===== config.mk =====
export PLATFORM = sky130hd
export DESIGN_NAME = paddle_ctrl
export DESIGN_NICKNAME = d
export VERILOG_FILES = /design/src/rtl/pong_pkg.sv /design/src/rtl/paddle_axis.sv /design/src/rtl/paddle_ctrl.sv
export SDC_FILE = /design/constraint.sdc
export NUM_CORES = 1
export LEC_CHECK = 0
export ABC_AREA = 1
export CORE_UTILIZATION = 28
export DETAILED_ROUTE_END_ITERATION = 16
export DONT_BUFFER_PORTS = 1
export GPL_ROUTABILITY_DRIVEN = 0
export SETUP_SLACK_MARGIN = 0.05
export SLEW_MARGIN = 10
export SYNTH_ARGS = -nofsm -noshare
export SYNTH_HDL_FRONTEND = slang
export SYNTH_SLANG_ARGS = --single-unit

===== constraint.sdc =====
create_clock -name frame_clk -period 2.6 [get_ports frame_clk]
set_input_delay 0.52 -clock frame_clk [delete_from_list [all_inputs] [get_ports frame_clk]]
set_output_delay 0.52 -clock frame_clk [all_outputs]
set_load 0.01 [all_outputs]

===== src/rtl/pong_pkg.sv =====
// rtl/pong_pkg.sv - shared key codes, playfield limits and direction type for the paddle block
package pong_pkg;

   localparam logic [7:0] KEY_W  = 8'h1A;
   localparam logic [7:0] KEY_S  = 8'h16;
   localparam logic [7:0] KEY_UP = 8'h52;
   localparam logic [7:0] KEY_DN = 8'h51;

   localparam int Y_MIN    = 20;
   localparam int Y_MAX    = 461;
   localparam int Y_CENTER = 240;

   typedef enum logic [1:0] {
      DIR_NONE = 2'd0,
      DIR_UP   = 2'd1,
      DIR_DN   = 2'd2
   } dir_t;

   // Opposing keys cancel; a key may sit in either HID slot.
   function automatic dir_t key_dir(input logic [7:0] k0, input logic [7:0] k1,
                                    input logic [7:0] up_key, input logic [7:0] dn_key);
      logic up;
      logic dn;
      up = (k0 == up_key) || (k1 == up_key);
      dn = (k0 == dn_key) || (k1 == dn_key);
      if (up && !dn)
         return DIR_UP;
      else if (dn && !up)
         return DIR_DN;
      else
         return DIR_NONE;
   endfunction

endpackage


===== src/rtl/paddle_axis.sv =====
// rtl/paddle_axis.sv - one paddle's Y register with velocity ramp and playfield clamp
module paddle_axis
   import pong_pkg::*;
#(
   parameter int MIN_STEP    = 2,
   parameter int MAX_STEP    = 8,
   parameter int RAMP_FRAMES = 8,
   parameter int PAD_L       = 40
) (
   input  logic       frame_clk,
   input  logic       Reset,
   input  logic       resetB,
   input  dir_t       dir,
   output logic [9:0] y_pos
);

   localparam int Y_LO = Y_MIN + PAD_L;
   localparam int Y_HI = Y_MAX - PAD_L;

   logic [3:0]        speed_q, speed_d;
   logic [3:0]        count_q, count_d;
   dir_t              prev_q, prev_d;
   logic [9:0]        y_d;
   logic [3:0]        step;
   logic signed [10:0] y_next;

   always_ff @(posedge frame_clk or posedge Reset) begin
      if (Reset) begin
         y_pos   <= 10'(Y_CENTER);
         speed_q <= 4'(MIN_STEP);
         count_q <= '0;
         prev_q  <= DIR_NONE;
      end else begin
         y_pos   <= y_d;
         speed_q <= speed_d;
         count_q <= count_d;
         prev_q  <= prev_d;
      end
   end

   always_comb begin
      speed_d = speed_q;
      count_d = count_q;
      prev_d  = dir;
      step    = '0;
      y_next  = $signed({1'b0, y_pos});
      y_d     = y_pos;
      if (resetB) begin
         y_d     = 10'(Y_CENTER);
         speed_d = 4'(MIN_STEP);
         count_d = '0;
         prev_d  = DIR_NONE;
      end else begin
         if (dir == DIR_NONE) begin
            speed_d = 4'(MIN_STEP);
            count_d = '0;
         end else if (dir != prev_q) begin
            step    = 4'(MIN_STEP);
            speed_d = 4'(MIN_STEP);
            count_d = 4'd1;
         end else begin
            // This frame moves at the old speed; the bump applies from the next frame.
            step = speed_q;
            if (count_q + 4'd1 == 4'(RAMP_FRAMES)) begin
               count_d = '0;
               speed_d = (speed_q < 4'(MAX_STEP)) ? speed_q + 4'd1 : speed_q;
            end else begin
               count_d = count_q + 4'd1;
            end
         end
         if (dir == DIR_UP)
            y_next = y_next - $signed({7'b0, step});
         else if (dir == DIR_DN)
            y_next = y_next + $signed({7'b0, step});
         if (y_next < $signed(11'(Y_LO)))
            y_d = 10'(Y_LO);
         else if (y_next > $signed(11'(Y_HI)))
            y_d = 10'(Y_HI);
         else
            y_d = y_next[9:0];
      end
   end

endmodule


===== src/rtl/paddle_ctrl.sv =====
// rtl/paddle_ctrl.sv - keycode decode to two paddle positions; PADDLE_AI_EN makes paddle 2 track BallY
module paddle_ctrl
   import pong_pkg::*;
#(
   parameter int P1_X        = 40,
   parameter int P2_X        = 589,
   parameter int PAD_L       = 40,
   parameter int PAD_W       = 4,
   parameter int MIN_STEP    = 2,
   parameter int MAX_STEP    = 8,
   parameter int RAMP_FRAMES = 8,
   parameter int AI_STEP     = 3
) (
   input  logic       Reset,
   input  logic       frame_clk,
   input  logic [7:0] keycode0,
   input  logic [7:0] keycode1,
   input  logic       resetB,
   input  logic [9:0] BallY,
   output logic [9:0] Paddle1X,
   output logic [9:0] Paddle1Y,
   output logic [9:0] Paddle2X,
   output logic [9:0] Paddle2Y,
   output logic [9:0] Paddle1L,
   output logic [9:0] Paddle2L,
   output logic [9:0] Paddle1W,
   output logic [9:0] Paddle2W
);

   dir_t dir1, dir2;

   assign Paddle1X = 10'(P1_X);
   assign Paddle2X = 10'(P2_X);
   assign Paddle1L = 10'(PAD_L);
   assign Paddle2L = 10'(PAD_L);
   assign Paddle1W = 10'(PAD_W);
   assign Paddle2W = 10'(PAD_W);

   assign dir1 = key_dir(keycode0, keycode1, KEY_W, KEY_S);

`ifdef PADDLE_AI_EN
   // Equal min/max step pins the AI paddle to a constant speed.
   localparam int P2_MIN = AI_STEP;
   localparam int P2_MAX = AI_STEP;

   always_comb begin
      dir2 = DIR_NONE;
      if ({1'b0, BallY} > ({1'b0, Paddle2Y} + 11'd4))
         dir2 = DIR_DN;
      else if (({1'b0, BallY} + 11'd4) < {1'b0, Paddle2Y})
         dir2 = DIR_UP;
   end
`else
   localparam int P2_MIN = MIN_STEP;
   localparam int P2_MAX = MAX_STEP;

   logic unused_bally;
   assign unused_bally = ^{BallY, AI_STEP[0]};
   assign dir2 = key_dir(keycode0, keycode1, KEY_UP, KEY_DN);
`endif

   paddle_axis #(
      .MIN_STEP(MIN_STEP), .MAX_STEP(MAX_STEP), .RAMP_FRAMES(RAMP_FRAMES), .PAD_L(PAD_L)
   ) u_axis1 (
      .frame_clk(frame_clk), .Reset(Reset), .resetB(resetB), .dir(dir1), .y_pos(Paddle1Y)
   );

   paddle_axis #(
      .MIN_STEP(P2_MIN), .MAX_STEP(P2_MAX), .RAMP_FRAMES(RAMP_FRAMES), .PAD_L(PAD_L)
   ) u_axis2 (
      .frame_clk(frame_clk), .Reset(Reset), .resetB(resetB), .dir(dir2), .y_pos(Paddle2Y)
   );

endmodule


# --- After elaboration in Yosys (flattened, before gate mapping) ---
# Cells that the tools add are included.
totals:
  in_bits: 29
  word_cells: 100
  regBits: 40
  out_inout_bits: 80
op_classes:
  muxes: 42
  addsub: 8
  reduce_logical: 20
  order_cmp: 6
  eq_ne: 16
op_table:
  columns: ["operator", "n"]
  rows:
  - ["$mux W4", 24]
  - ["$mux W11", 6]
  - ["$mux W10", 6]
  - ["$eq A8 B5 Y1 const B", 4]
  - ["$eq A8 B7 Y1 const B", 4]
  - ["$add A10 B4 Y11", 2]
  - ["$gt A11 B10 Y1 const B", 2]
  - ["$lt A11 B7 Y1 const B", 2]
  - ["$sub A10 B4 Y11", 2]
  - ["$add A4 B1 Y4 const B", 4]
  - ["$reduce_bool A4 Y1", 4]
  - ["$mux W2", 6]
  - ["$eq A4 B4 Y1 const B", 2]
  - ["$lt A4 B4 Y1 const B", 2]
  - ["$eq A2 B1 Y1 const B", 2]
  - ["$eq A2 B2 Y1 const B", 2]
  - ["$logic_and A1 B1 Y1", 4]
  - ["$logic_not A1 Y1", 4]
  - ["$logic_not A2 Y1", 2]
  - ["$logic_or A1 B1 Y1", 4]
  - ["$ne A2 B2 Y1", 2]
  - ["$reduce_and A2 Y1", 2]

# --- Logic depth before layout (Yosys ltp) ---
# Gate-level depths: netlist of run 1.
logic_depth:
  depth_word: 18
  ltp_mapped: 33
  ltp_nobuf: 31

# --- By module ---
# A second synthesis of run 1 with hierarchy kept.
unflattened:
  hier_cells: 682
  hier_area_um2: 4383.0
modules_own_cells:
  columns: ["mod", "cells_per_inst", "instances", "area_per_inst_um2", "seq_area_each_um2"]
  rows:
  - ["paddle_axis (u_axis2)", 266, 1, 1808.0, 506.7]
  - ["paddle_axis (u_axis1)", 262, 1, 1731.7, 506.7]
  - ["paddle_ctrl", 154, 1, 843.3, 0.0]

# --- Worst setup path before layout of run 1 ---
# OpenSTA, ideal clock, no wires.
synth_timing:
  kind: "input to register"
  startpoint: "input port keycode0[4]"
  endpoint: "register u_axis2.y_pos[2]"
  stages: 28
  path_buffers: 1
  setup_ps: 132
  t_required_ps: 2468
  t_arrival_ps: 3748
  setup_slack_ps: -1280
  cell_sequence: "inv_1 > nor2_1 > nand2_1 > nor4_1 > nand3_1 > and2_1 > ha_1 > buf_6 > xnor2_1 > nand2_1 > o21ai_0 > inv_1 > fa_1 > inv_1 > nand3_1 > and2_2 > nand3_1 > nand2_1 > nand2_1 > nand2_2 > nor2_4 > nand2_1 > nand2_1 > nand2_2 > nand2_1 > nand2_1 > nor2_1 > nor2_1"
synth_between:
  elab_chain_cells: 18
  elab_cells_between_ends: 27
  cone_classes: "add/sub (2); order compare (2); eq/ne (5); mux (11); reduce/logical (7)"
synth_rtl:
  columns: ["element", "line", "source"]
  rows:
  - ["start: declaration", "paddle_ctrl.sv:16", "input logic [7:0] keycode0,"]
  - ["$eq A8 B7 Y1", "pong_pkg.sv:24", "up = (k0 == up_key) || (k1 == up_key);"]
  - ["$logic_or A1 B1 Y1", "pong_pkg.sv:24", null]
  - ["$logic_not A1 Y1", "pong_pkg.sv:28", "else if (dn && !up)"]
  - ["$logic_and A1 B1 Y1", "pong_pkg.sv:28", null]
  - ["$mux W2", "pong_pkg.sv:28", null]
  - ["$mux W2 (*)", "pong_pkg.sv:26", "if (up && !dn)"]
  - ["$ne A2 B2 Y1", "paddle_axis.sv:57", "end else if (dir != prev_q) begin"]
  - ["$mux W4", "paddle_axis.sv:57", null]
  - ["[3 not listed]", null, null]
  - ["$mux W11", "paddle_axis.sv:73", "else if (dir == DIR_DN)"]
  - ["$mux W11 (*)", "paddle_axis.sv:71", "if (dir == DIR_UP)"]
  - ["$mux W11 (*)", "paddle_axis.sv:48", "if (resetB) begin"]
  - ["$gt A11 B10 Y1", "paddle_axis.sv:77", "else if (y_next > $signed(11'(Y_HI)))"]
  - ["$mux W10", "paddle_axis.sv:77", null]
  - ["$mux W10 (*)", "paddle_axis.sv:75", "if (y_next < $signed(11'(Y_LO)))"]
  - ["$mux W10 (*)", "paddle_axis.sv:48", null]
  - ["net u_axis2.y_d[2]", "paddle_axis.sv:23", "logic [9:0] y_d;"]
  - ["end signal: assignment", "paddle_axis.sv:29", "y_pos <= 10'(Y_CENTER);"]
  - ["end signal: assignment", "paddle_axis.sv:34", "y_pos <= y_d;"]
  - ["end: declaration", "paddle_axis.sv:14", "output logic [9:0] y_pos"]
# Mark *: on every way through the listed nets, which the timed path passes. The rest lies on a longest branch. The select of a mux whose other input is x is not followed.
# A chain may end at the register's enable or synchronous reset.

# --- Worst setup path in the final report of run 1 ---
layout_timing:
  startpoint: "input port keycode1[7]"
  endpoint: "register u_axis2.y_pos[1]"
layout_between:
  elab_chain_cells: 18
  elab_cells_between_ends: 27
  cone_classes: "add/sub (2); order compare (2); eq/ne (5); mux (11); reduce/logical (7)"
layout_rtl:
  columns: ["element", "line", "source"]
  rows:
  - ["start: declaration", "paddle_ctrl.sv:17", "input logic [7:0] keycode1,"]
  - ["$eq A8 B7 Y1", "pong_pkg.sv:24", null]
  - ["$logic_or A1 B1 Y1", "pong_pkg.sv:24", null]
  - ["$logic_not A1 Y1", "pong_pkg.sv:28", null]
  - ["$logic_and A1 B1 Y1", "pong_pkg.sv:28", null]
  - ["$mux W2", "pong_pkg.sv:28", null]
  - ["$mux W2 (*)", "pong_pkg.sv:26", null]
  - ["$ne A2 B2 Y1", "paddle_axis.sv:57", null]
  - ["$mux W4", "paddle_axis.sv:57", null]
  - ["[3 not listed]", null, null]
  - ["$mux W11", "paddle_axis.sv:73", null]
  - ["$mux W11 (*)", "paddle_axis.sv:71", null]
  - ["$mux W11 (*)", "paddle_axis.sv:48", null]
  - ["$gt A11 B10 Y1", "paddle_axis.sv:77", null]
  - ["$mux W10", "paddle_axis.sv:77", null]
  - ["$mux W10 (*)", "paddle_axis.sv:75", null]
  - ["$mux W10 (*)", "paddle_axis.sv:48", null]
  - ["net u_axis2.y_d[1]", "paddle_axis.sv:23", null]
# Marks and branches as above.

==> results.md, run 1 <==
- CP arrival: 3.67 ns
- Clock transition at the registers of the reported paths: 0.06 ns
- CTS H-Tree Depth: 2
- Largest cells by area after synthesis: dfrtp_1 (19%), nand2_1 (13%), buf_4 (11%)
- EDFF count, synth: 0
- CTS tree: done
- Synthesis-to-finish area growth: 36.3%
- Final setup vio count: 18
- Vias per cell: around 4.3
- Tcrit/Tclk final: 135%
- Cell area after synthesis: 0.00396 mm²
- Crit path buf inv count: 4
- Tot GR Track Use: between 10% and 20%
- Maximum fanout along the worst path: 6
- Inserted Diodes: 0
- Most used cell, CP: nand2_1
- # hold bufs at CTS: 0
- Max-cap viol count: 0
- PortBufs: 0
- HP Class: primary input to async pin
- 1st-pass router iterations: 6
- WL final: 9930 µm
- Setup crit end kind: flip-flop
- Peak VDD IR: approximately 260 µV
- Die area: 0.0146 mm²
- Core area: about 0.014 mm²
- Vias in the first global route: approximately 3500
- Leak pwr: 0.00272 µW
- Clock buffer count from CTS: 5
- Register bit total from synthesis: 40
- Post-Syn Instances: approximately 580
- ANT nets after route: 0
- RSZ-0062 raised after global routing: true
- Area of the multi-input gates: roughly 0.0030 mm²
- Relative slew slack: 64.1%
- CTS Buffer Depth: 2
- Worst-Skew Late Latency: around 0.28 ns
- Pwr Total: 1650 µW
- Total grt overflow: 0
- Ys flop type: dfrtp_1
- Chip Height: 121 µm
- Final core occ: 39.0%
- Share of layout cells above drive strength 1: 38.8%
- Layout fillers: 1439
- WL per Instance: 11.6 µm
- Tightest Pin Transition: around 0.54 ns
- First-pass GRT wire length: roughly 16000 µm
- Power Dens Cells: between 300 and 400 mW/mm²
- Detailed placement HPWL: 7680 µm
- Adder-cell share of the synthesized area: 10.2%
- Kind of critical path: primary input to flip-flop
- Unique masters post-synth: 40
- Slowest CP cell: fa_2
- Post-synthesis xor/xnor area fraction: 2.21%
- Drt drc: 0
- Outcome: finished, violations left
- Root buffer cell: clkbuf_16
- Starting DRT DRC Count: 167
- Post-synthesis mux area share: 0%
- Largest family of logic cells by synthesized area: simple AND/OR/NAND/NOR gates
- Dominant cell type by area after synthesis: dfrtp_1
- Register area: 0.00101 mm²
- Most frequent cells in the layout: nand2_1 (102), buf_4 (83), inv_1 (71)
- Clock Skews: 0.00561 ns
- Initial antenna violation count: 0
- # IOs: 109
- Synth Area in Compound Gates: about 7.4%
- Delay-heaviest family, CP: simple AND/OR/NAND/NOR gates
- Synth Area in Simple Gates: 33.7%
- Initial core utilization: 28.6%
- FFs w/ async S/R, synth: 100%
- CP max stage delay: 0.34 ns
- Final WS setup: -0.903 ns
- Largest net degree at the start of global routing: 41
- Final-stage net count: 731
- Clk sinks: 40
- Commonest non-fill, non-tap cell in the layout: nand2_1
- DP Cell Count: ~830
- Synthesis Warnings: 0
- Mean Syn Cell Area: 6.79 µm²
- Die X: 121 µm
- Violated checks: negative setup slack
- Min Tclk post-route: 3.50 ns
- Fin. Hold Viols: 0
- Vias: roughly 3600
- Slew Viols, Final: 0
- Sequential area share after synthesis: 25.6%
- FMAX: 285 MHz
- Worst EP required: 2.77 ns
- Finished Layout Cells: 853
- Std cell rows: 43
- Worst Setup Start Kind: primary input
- Post-synth top area share: around a fifth
synth_stat cells (3+ instances only):
cell	n
a21oi_1	24
a21oi_2	4
a31oi_1	3
buf_2	4
buf_4	60
dfrtp_1	30
dfstp_2	10
fa_1	4
ha_1	26
inv_1	86
nand2_1	139
nand2_2	5
nand3_1	48
nand3b_1	12
nand4_1	7
nor2_1	59
nor3_1	6
o21ai_0	14
xnor2_1	10
logic make-up after synthesis:
family	count (synthesis)
other cells	2
fa+ha+maj	30
flops	40
buf+inv	154
compound gates	52
xor+xnor	10
simple gates	295
path summary, 6_finish.rpt:
path | slack [ns] | endpoint | startpoint | depth (start not counted)
worst max-delay path | -0.90 | u_axis2.y_pos[1] | keycode1[7] | 28
worst min-delay path | 0.26 | u_axis2.count_q[2] | Reset | 2
worst max register to register | -0.26 | u_axis1.y_pos[7] | u_axis1.prev_q[1] | 21
worst min register to register | 0.51 | u_axis2.speed_q[1] | u_axis2.speed_q[1] | 2
max in group asynchronous | 1.95 | u_axis2.y_pos[5] | Reset | 2
min in group frame_clk | 0.30 | u_axis1.y_pos[2] | resetB | 1
stage by stage:
step	area, µm²	hold WS, ns	setup WS, ns	TNS [ns]
after floorplan	4350	0.459	-1.01	-16.89
after global placement	4640	0.495	-1.40	-23.81
after detailed placement	4640	0.502	-1.44	-24.33
after CTS	5020	0.278	-0.925	-15.70
after global routing	5400	0.286	-1.16	-20.08
final	5400	0.263	-0.903	-15.29
area by class of cell:
type	instances	area share (%)
clock inverters	1	0.139
well taps	180	4.17
flip-flops and latches	40	18.8
inverters	88	6.26
multi-input cells	449	55.4
repair buffers	88	12.6
clock buffers	7	2.64
routing by layer:
layer  wire length (µm)  track usage, %  vias up
li1                   -               -     1896
met1               4470            18.1     1667
met2               4930            23.4       76
met3                432            3.01       10
met4                100            2.62        0
met5                  0               0        -
worst reg2reg max path: cells and delay by family (launching register included):
kind	cells	cell delay (ns)
AND/OR/NAND/NOR	14	1.34
adder cells (fa/ha/maj)	2	0.50
flip-flops	1	0.41
buffers and inverters	3	0.22
XOR/XNOR	1	0.19
AO/OA/AOI/OAI	1	0.13
report_power, final:
| part | switching, µW | total, µW | internal, µW |
|---|---|---|---|
| registers | 38.4 | 682 | 643 |
| logic | 206 | 338 | 132 |
| clock network | 244 | 626 | 382 |
sequential cells by signal (all words and copies together) (netlist names):
| signal | cells |
|---|---|
| u_axis1.count_q | 4 |
| u_axis1.prev_q | 2 |
| u_axis1.speed_q | 4 |
| u_axis1.y_pos | 10 |
| u_axis2.count_q | 4 |
| u_axis2.prev_q | 2 |
| u_axis2.speed_q | 4 |
| u_axis2.y_pos | 10 |
what timing repair did:
item / 4_1_cts / 5_1_grt
pin swaps: 32 / 44
endpoints found under the setup margin: 18 / 27
resized for setup: 44 / 87
buffers inserted: 8 / 6
(Power assumes the default switching activity.)
==> run 2, diff against run 1 <==
--- a/config.mk
+++ b/config.mk
@@ -11,7 +11,7 @@
 export DONT_BUFFER_PORTS = 1
 export GPL_ROUTABILITY_DRIVEN = 0
 export SETUP_SLACK_MARGIN = 0.05
-export SLEW_MARGIN = 10
+export SLEW_MARGIN = 20
 export SYNTH_ARGS = -nofsm -noshare
 export SYNTH_HDL_FRONTEND = slang
 export SYNTH_SLANG_ARGS = --single-unit
==> results of run 2 <==
The final DEF is identical to that of run 1; final timing and power are the same.
==> run 3, diff against run 2 <==
--- a/config.mk
+++ b/config.mk
@@ -7,9 +7,11 @@
 export LEC_CHECK = 0
 export ABC_AREA = 1
 export CORE_UTILIZATION = 28
+export CTS_CLUSTER_SIZE = 10
 export DETAILED_ROUTE_END_ITERATION = 16
 export DONT_BUFFER_PORTS = 1
 export GPL_ROUTABILITY_DRIVEN = 0
+export RECOVER_POWER = 50
 export SETUP_SLACK_MARGIN = 0.05
 export SLEW_MARGIN = 20
 export SYNTH_ARGS = -nofsm -noshare
==> results.md, run 3 (synthesis gave the netlist of run 1 again) <==
- Tot GR Track Use: 13.8% (unchanged)
- PortBufs: 0 (unchanged)
- Commonest non-fill, non-tap cell in the layout: nand2_1
- Leak pwr: 0.00272 µW (-0.13%)
- Drt drc: 0 (unchanged)
- Outcome: finished, violations left
- Clock transition at the registers of the reported paths: 0.06 ns (about the same)
- Layout fillers: 1441 (+0.14%)
- Fin area: 0.00539 mm² (about the same)
- Vias in the first global route: 3472 (unchanged)
- Power Dens Cells: 305 mW/mm² (about the same)
- # IOs: 109 (unchanged)
- CTS Buffer Depth: 2 (unchanged)
- Worst-Skew Late Latency: 0.28 ns (about the same)
- HP Class: primary input to flip-flop
- Peak VDD IR: 256 µV (about the same)
- Largest net degree at the start of global routing: 41 (unchanged)
- Clock Skews: 0.00570 ns (+0.0000935 ns)
- Initial antenna violation count: 0 (unchanged)
- Detailed placement HPWL: 7680 µm (unchanged)
- Starting DRT DRC Count: 164 (-1.8%)
- Vias per cell: 4.27 (-0.11%)
- Vias: 3645 (-0.11%)
- Die area: 0.0146 mm² (unchanged)
- Share of layout cells above drive strength 1: 38.6% (-0.15 points)
- CTS H-Tree Depth: 2 (unchanged)
- Top Registers: u_axis1.y_pos (10), u_axis2.y_pos (10)
- Fin. Hold Viols: 0 (unchanged)
- Setup crit end kind: flip-flop
- CTS tree: done
- DP Cell Count: 831 (unchanged)
- Final setup vio count: 18 (unchanged)
- Slew Viols, Final: 41 (+41)
- First-pass GRT wire length: 16400 µm (unchanged)
- Inserted Diodes: 0 (unchanged)
- WL final: 9930 µm (about the same)
- Tightest Pin Transition: 2.27 ns (+1.73 ns)
- Relative slew slack: -51.1% (-120 points)
- Finished Layout Cells: 853 (unchanged)
- Std cell rows: 43 (unchanged)
- Core area: 0.0138 mm² (unchanged)
- Clock buffer count from CTS: 5 (unchanged)
- Most frequent cells in the layout: nand2_1 (102), buf_4 (82), inv_1 (71)
- Worst EP required: 2.77 ns (about the same)
- Final-stage net count: 731 (unchanged)
- Chip Height: 121 µm (unchanged)
- Clk sinks: 40 (unchanged)
- FMAX: 285 MHz (-0.14%)
- Setup TNS: -15.34 ns (-0.0445 ns)
- Synthesis-to-finish area growth: 36.3% (about the same)
- Root buffer cell: clkbuf_16
- CP arrival: 3.67 ns (about the same)
- WL per Instance: 11.6 µm (about the same)
- ANT nets after route: 0 (unchanged)
- Final WS setup: -0.908 ns (-0.00494 ns)
- Initial core utilization: 28.6% (unchanged)
- Cell Area, Placed: 0.00464 mm² (unchanged)
- 1st-pass router iterations: 6 (unchanged)
- Worst Setup Start Kind: primary input
- Max-cap viol count: 1 (+1)
- Worst hold slack: 0.297 ns (+0.0339 ns)
- Min Tclk post-route: 3.51 ns (+0.00494 ns)
- Violated checks: max-capacitance violations, max-slew violations, negative setup slack
- Total grt overflow: 0 (unchanged)
- Die X: 121 µm (unchanged)
- Tcrit/Tclk final: 135% (+0.19 points)
- Maximum fanout along the worst path: 6 (unchanged)
- RSZ-0062 raised after global routing: true
- Kind of critical path: primary input to flip-flop
[run 3: changes by cell type in the layout (fill, tap and decap cells not counted), sizes merged]
cell    delta
buf        -1
clkbuf     +1
[run 3: path summary, 6_finish.rpt]
check                                   start                 end  slack, ns  depth (start not counted)
setup / recovery                  keycode1[7]    u_axis2.y_pos[1]      -0.91                         28
setup reg to reg            u_axis1.prev_q[1]    u_axis1.y_pos[7]      -0.26                         21
hold reg to reg            u_axis2.speed_q[1]  u_axis2.speed_q[1]       0.51                          2
max in group asynchronous               Reset    u_axis2.y_pos[2]       0.34                          2
min in group asynchronous               Reset  u_axis2.count_q[2]       0.97                          2
hold / removal                         resetB    u_axis1.y_pos[2]       0.30                          1
[run 3: critical path, cell delays in order]
cell and delay (ns):
nor3b_4 0.17, inv_2 0.06, buf_6 0.11, nor2_4 0.13, nand4_1 0.09, and2_4 0.17, ha_4 0.16, xnor2_2 0.14
nand2_1 0.09, nor2_1 0.13, inv_2 0.10, nor2_4 0.12, ha_4 0.14, inv_2 0.03, fa_2 0.34, nand3b_1 0.18
nand2_2 0.09, nand2_1 0.08, nand2_1 0.08, nand2_2 0.07, nand2_1 0.08, nor2_1 0.05, nand2_1 0.09, nand3_2 0.09
nand2_4 0.09, nand3_4 0.12, nand2_1 0.08, nor2_1 0.04
[run 3: per-stage QoR]
| stage | utilization [%] | total power [µW] | setup WS, ns |
|---|---|---|---|
| 6_report | 39.0 | 1650 | -0.908 |
| 2_1_floorplan | - | 945 | -1.01 |
| 3_5_place_dp | 33.5 | 964 | -1.44 |
| 3_3_place_gp | 33.5 | 963 | -1.40 |
| 4_1_cts | 36.3 | 1620 | -0.925 |
| 5_1_grt | 39.0 | 1730 | -1.16 |
[run 3: report_power, final]
group	switching, µW	internal (µW)
logic	206	132
clock network	244	382
registers	38.4	643
total	488	1160
[run 3: area by class of cell]
| type | count | area, µm² | area share, % |
|---|---|---|---|
| multi-input combinational | 449 | 2990 | 55.5 |
| sequential | 40 | 1010 | 18.8 |
| timing repair buffer | 88 | 676 | 12.5 |
| inverter | 88 | 338 | 6.26 |
| tap | 180 | 225 | 4.18 |
| clock buffer | 7 | 143 | 2.64 |
| clock inverter | 1 | 7.51 | 0.139 |
[run 3: what timing repair did]
action,in CTS,in global routing
setup buffers,8,6
endpoints found under the setup margin,18,27
hold buffers,0,0
resized for setup,44,87
pin swaps,32,44
[run 3: routing by layer]
layer	share of wire, %	wire length [µm]	up-vias	global-route usage [%]
li1	-	-	1896	-
met1	45	4480	1663	18.1
met2	50	4920	76	23.4
met3	4.3	432	10	3.01
met4	1.0	100	0	2.62
met5	0	0	-	0
